File: src/rtl/pe_pkg.sv
// Shared constants for the MAC PE tile: default datapath widths and sequencer state codes.
// Constants only; no timing or handshake of its own.
package pe_pkg;

  localparam int DEF_WIDTH_A   = 16;
  localparam int DEF_WIDTH_B   = 16;
  localparam int DEF_WIDTH_ACC = 40;
  localparam int DEF_ADDR_W    = 8;
  localparam int DEF_LEN_W     = 8;
  localparam int DEF_TIMEOUT   = 64;

  localparam logic [2:0] ST_IDLE  = 3'd0;
  localparam logic [2:0] ST_CLEAR = 3'd1;
  localparam logic [2:0] ST_ISSUE = 3'd2;
  localparam logic [2:0] ST_DRAIN = 3'd3;
  localparam logic [2:0] ST_DONE  = 3'd4;

endpackage

File: src/rtl/mac_addr_gen.sv
// Operand RAM address generator: loads bases on command accept, steps both addresses per issue.
// Addresses are registered (valid the cycle after load/issue); no backpressure, issue is never stalled.
module mac_addr_gen
  import pe_pkg::*;
#(
  parameter int ADDR_W = DEF_ADDR_W,
  parameter int LEN_W  = DEF_LEN_W
) (
  input  logic              clk,
  input  logic              rst_n,
  input  logic              load,
  input  logic [ADDR_W-1:0] a_base,
  input  logic [ADDR_W-1:0] b_base,
  input  logic [LEN_W-1:0]  len,
  input  logic              issue,
  output logic [ADDR_W-1:0] a_addr,
  output logic [ADDR_W-1:0] b_addr,
  output logic              last
);

  logic [LEN_W-1:0] iss_cnt;

  // Address registers wrap naturally at 2^ADDR_W.
  always_ff @(posedge clk) begin
    if (!rst_n) begin
      a_addr  <= '0;
      b_addr  <= '0;
      iss_cnt <= '0;
    end else if (load) begin
      a_addr  <= a_base;
      b_addr  <= b_base;
      iss_cnt <= '0;
    end else if (issue) begin
      a_addr  <= a_addr + 1'b1;
      b_addr  <= b_addr + 1'b1;
      iss_cnt <= iss_cnt + 1'b1;
    end
  end

  assign last = issue && (iss_cnt == len - 1'b1);

endmodule

File: src/rtl/mac_seq_ctrl.sv
// Dot-product sequencer for one MAC PE: clear, stream len operand pairs, wait for returns, present result.
// Latency 1 + len + PE latency + 1 from accept; one command at a time, result held until res_ready.
module mac_seq_ctrl
  import pe_pkg::*;
#(
  parameter int WIDTH_A   = DEF_WIDTH_A,
  parameter int WIDTH_B   = DEF_WIDTH_B,
  parameter int WIDTH_ACC = DEF_WIDTH_ACC,
  parameter int ADDR_W    = DEF_ADDR_W,
  parameter int LEN_W     = DEF_LEN_W,
  parameter int TIMEOUT   = DEF_TIMEOUT
) (
  input  logic                 clk,
  input  logic                 rst_n,
  input  logic                 cmd_valid,
  output logic                 cmd_ready,
  input  logic [LEN_W-1:0]     cmd_len,
  input  logic [ADDR_W-1:0]    cmd_a_base,
  input  logic [ADDR_W-1:0]    cmd_b_base,
  output logic                 rd_en,
  output logic [ADDR_W-1:0]    a_addr,
  output logic [ADDR_W-1:0]    b_addr,
  input  logic [WIDTH_A-1:0]   a_rdata,
  input  logic [WIDTH_B-1:0]   b_rdata,
  output logic                 pe_en,
  output logic                 pe_clr,
  output logic                 pe_valid_in,
  output logic [WIDTH_A-1:0]   pe_a,
  output logic [WIDTH_B-1:0]   pe_b,
  input  logic                 pe_valid_out,
  input  logic [WIDTH_ACC-1:0] pe_acc,
  output logic                 res_valid,
  input  logic                 res_ready,
  output logic [WIDTH_ACC-1:0] res_data,
  output logic                 res_err,
  output logic                 busy
);

  localparam int TW = (TIMEOUT > 1) ? $clog2(TIMEOUT) : 1;

  logic [2:0]       state;
  logic [2:0]       nxt;
  logic [LEN_W-1:0] len_q;
  logic [LEN_W-1:0] ret_cnt;
  logic [TW-1:0]    tmo_cnt;
  logic             accept;
  logic             last;
  logic             drain_ok;
  logic             tmo_hit;

  assign accept   = (state == ST_IDLE) && cmd_valid;
  assign drain_ok = (state == ST_DRAIN) && (ret_cnt == len_q);
  // A completed drain wins over a timeout landing on the same cycle.
  assign tmo_hit  = (state == ST_DRAIN) && !drain_ok && (tmo_cnt == TW'(TIMEOUT - 1));

  mac_addr_gen #(
    .ADDR_W (ADDR_W),
    .LEN_W  (LEN_W)
  ) u_addr_gen (
    .clk    (clk),
    .rst_n  (rst_n),
    .load   (accept),
    .a_base (cmd_a_base),
    .b_base (cmd_b_base),
    .len    (len_q),
    .issue  (state == ST_ISSUE),
    .a_addr (a_addr),
    .b_addr (b_addr),
    .last   (last)
  );

  always_comb begin
    nxt = state;
    case (state)
      ST_IDLE:  if (cmd_valid) nxt = (cmd_len == '0) ? ST_DONE : ST_CLEAR;
      ST_CLEAR: nxt = ST_ISSUE;
      ST_ISSUE: if (last) nxt = ST_DRAIN;
      ST_DRAIN: if (drain_ok || tmo_hit) nxt = ST_DONE;
      ST_DONE:  if (res_ready) nxt = ST_IDLE;
      default:  nxt = ST_IDLE;
    endcase
  end

  always_ff @(posedge clk) begin
    if (!rst_n) begin
      state       <= ST_IDLE;
      len_q       <= '0;
      ret_cnt     <= '0;
      tmo_cnt     <= '0;
      pe_valid_in <= 1'b0;
      res_data    <= '0;
      res_err     <= 1'b0;
    end else begin
      state       <= nxt;
      pe_valid_in <= (state == ST_ISSUE);
      tmo_cnt     <= (state == ST_DRAIN) ? tmo_cnt + 1'b1 : '0;
      if (accept) begin
        len_q    <= cmd_len;
        ret_cnt  <= '0;
        res_data <= '0;
        res_err  <= 1'b0;
      end else if (((state == ST_ISSUE) || (state == ST_DRAIN)) && pe_valid_out) begin
        ret_cnt <= ret_cnt + 1'b1;
      end
      if (drain_ok || tmo_hit) begin
        res_data <= pe_acc;
        res_err  <= tmo_hit;
      end
    end
  end

  assign cmd_ready = (state == ST_IDLE);
  assign rd_en     = (state == ST_ISSUE);
  assign pe_en     = (state != ST_IDLE) && (state != ST_DONE);
  assign pe_clr    = (state == ST_CLEAR);
  assign res_valid = (state == ST_DONE);
  assign busy      = (state != ST_IDLE);
  assign pe_a      = a_rdata;
  assign pe_b      = b_rdata;

endmodule
File: config.mk
export PLATFORM = sky130hd
export DESIGN_NAME = mac_seq_ctrl
export DESIGN_NICKNAME = d
export VERILOG_FILES = /design/src/rtl/pe_pkg.sv /design/src/rtl/mac_addr_gen.sv /design/src/rtl/mac_seq_ctrl.sv
export SDC_FILE = /design/constraint.sdc
export NUM_CORES = 1
export LEC_CHECK = 0
export BUFFER_PORTS_ARGS = -buffer_cell sky130_fd_sc_hd__buf_2
export CAP_MARGIN = 20
export CORE_MARGIN = 4
export CORE_UTILIZATION = 40
export CTS_CLUSTER_SIZE = 30
export DETAILED_ROUTE_END_ITERATION = 10
export HOLD_SLACK_MARGIN = 0.12
export PLACE_DENSITY_LB_ADDON = 0.1
export SYNTH_ARGS = -nofsm -noshare
export SYNTH_HDL_FRONTEND = slang
export SYNTH_SLANG_ARGS = --single-unit
export TNS_END_PERCENT = 20
File: constraint.sdc
create_clock -name clk -period 2.2 [get_ports clk]
set_input_delay 0.44 -clock clk [delete_from_list [all_inputs] [get_ports clk]]
set_output_delay 0.44 -clock clk [all_outputs]
set_load 0.1 [all_outputs]
==> metrics.yaml <==
wl_per_cell_um: 15.97
clock-sinks: 91
finalPower_mw: 4.531
ant_nets: 0
fmax_mhz: 481.9
cap_violations: 0
cp_max_fo: 9
multi_input_area_um2: 2180
endpoint_kind: "output port"
netlist_top_cells_area: "dfxtp_1 41%, o211ai_1 6.7%, a21oi_1 6.5%"
area_delta_synth_final_pct: 17.53
ios: 197
die_y_um: 113.7
slowest_stage: "or3_2"
drtIter0Drc: 196
die_area_um2: 12930
syn_inst: 531
vias: 4052
async_flop_share_pct: 0
post-route-cell-area_um2: 5253
synth_edf_count: 0
fillers: 1068
yosys_warnings: 0
dpl.hpwl_um: 8437
worst_slew_pin_slew_ns: 0.6998
grt-ovfl-total: 0
path_cells: "or3_2 -> buf_2"
netlist_area_um2: 4469
grt_setup_unrepaired: "false"
clock_path_buffers: 2
post-cts-setup-buffers: 0
period_share_pct: 94.32
clk_pin_slew_worst_paths_ns: 0.08
grt_pass1_wl_um: 19800
ys.flop_type: "dfxtp_1"
synth_top_area_share_pct: 40.76
cts_resized: 0
yosysSeqAreaShare_pct: 40.76
ctsRootBufferMaster: "clkbuf_8"
setup_slack_ns: 0.1250
outcome: "completed"
final_cells: 754
gp_congestion: 0.8361
cts-hold-fix-buffers: 0
htree_levels: 3
place_ws_ns: 0.2733
cts_buffers: 9
antenna_found_initial: 0
hold_viol_final: 0
firstDrtPassIters: 4
ys_seq_elements: 91
grt_pass1_vias: 3991
period_minus_slack_ns: 2.075
p_leak_nw: 2.116
yosys.area.top_type: "dfxtp_1"
whs_ns: 0.3358
die_w_um: 113.7
synth.avg_cell_area_um2: 8.417
core_um2: 10890
final_nets: 716
port_buffers: 132
critPathRequiredTime_ns: 1.76
fin_skew_ns: 0.006344
crit_arrival_ns: 1.63
grt_max_degree: 52
cpPeakStageDelay_ns: 0.56
drcViolationCount: 0
grtUsageTotal_pct: 18.68
ir_drop_v: 0.0005019
wirelength_um: 12040
viasPerCell: 5.374
rows: 38
setup_viol: 0
syn_nets: 638
placedCellCount: 738
clkLatencyLatePin_ns: 0.34
cts_tree: "done"
critPathKind: "reg2out"
drv_slew: 0
ff_latch_area_um2: 1822
relSlewSlack_pct: 53.22
dpl_cell_area_um2: 5062
num_antenna_cells: 0
hp-class: "in2reg"
final_layout_size_suffix_gt1_share_pct: 28.01
start_util_pct: 41.05
synth_cell_types: 53
p_per_area_nw_per_um2: 862.6
worstSetupStartpointType: "flip-flop"
power by group:
part | total (mW) | switching [mW] | internal (mW)
sequential | 1.85 | 0.115 | 1.73
combinational | 1.58 | 1.18 | 0.403
clock | 1.10 | 0.543 | 0.558
layout by cell type (no fill, tap or decap), drive strengths merged, types with 8 or more instances in the layout:
cell type	n
buf	142
dfxtp	91
a21oi	58
nand3	51
o211ai	40
nand2	37
nor2	36
xnor2	23
xor2	19
clkbuf	15
nand4	14
and3	14
inv	9
o21ai	8
a211oi	8
final timing paths:
check             slack (ns)           end  depth (start not counted)       start
setup / recovery        0.13          busy                          2    state[2]
hold / removal          0.34  res_data[27]                          3  pe_acc[27]
setup reg to reg        0.33    ret_cnt[2]                          5    state[2]
hold reg to reg         0.45    tmo_cnt[0]                          1  tmo_cnt[0]
sequential cells by signal (all words and copies together) (netlist names):
register and cells:
res_data 40, len_q 8, ret_cnt 8, u_addr_gen.a_addr 8, u_addr_gen.b_addr 8, u_addr_gen.iss_cnt 8
tmo_cnt 6, state 3, pe_valid_in 1, res_err 1
cells by family after synthesis:
group,count (synthesis),synth area share (%)
buffers and inverters,87,10.78
AOI/OAI and AO/OA,132,18.98
adders and majority gates,6,1.680
xor gates and xnor gates,42,8.231
muxes,1,0.2240
and+or+nand+nor,172,19.34
DFF,91,40.76
area by class of cell:
| type | count | area share [%] |
|---|---|---|
| clock inverters | 2 | 0.6670 |
| multi-input cells | 353 | 41.50 |
| clock buffers | 14 | 2.906 |
| inverters | 11 | 0.9528 |
| flip-flops and latches | 91 | 34.68 |
| well taps | 140 | 3.335 |
| repair buffers | 143 | 15.96 |
synthesized netlist by cell type (8+ instances only):
cell type,n
nand3_1,50
nand2_1,37
xnor2_1,23
o211ai_1,40
xor2_1,19
buf_2,9
and3_1,12
o21ai_0,8
dfxtp_1,91
nor2_1,36
inv_1,9
nand4_1,14
a21oi_1,58
clkbuf_1,28
buf_4,33
through the flow:
| step | util, % | setup TNS, ns |
|---|---|---|
| final | 48.24 | 0 |
| after global routing | 48.24 | 0 |
| after CTS | 48.22 | 0 |
| after detailed placement | 46.50 | 0 |
| after global placement | 46.50 | 0 |
| after floorplan | - | -0.06814 |
worst max-delay path, delay by kind of cell (launching register included):
family | cells | cell delay (ns)
DFF | 1 | 0.40
buffers and inverters | 1 | 0.32
and+or+nand+nor | 1 | 0.56
layer usage:
metal  vias up  wire (µm)  track usage, %
met1      1883       5314           24.79
met2       133       5468           29.13
met3        26       1062           5.570
met4         0        193           6.170
li1       2010          -               -
met5         -          0               0
Power figures use the tool's default switching activity.
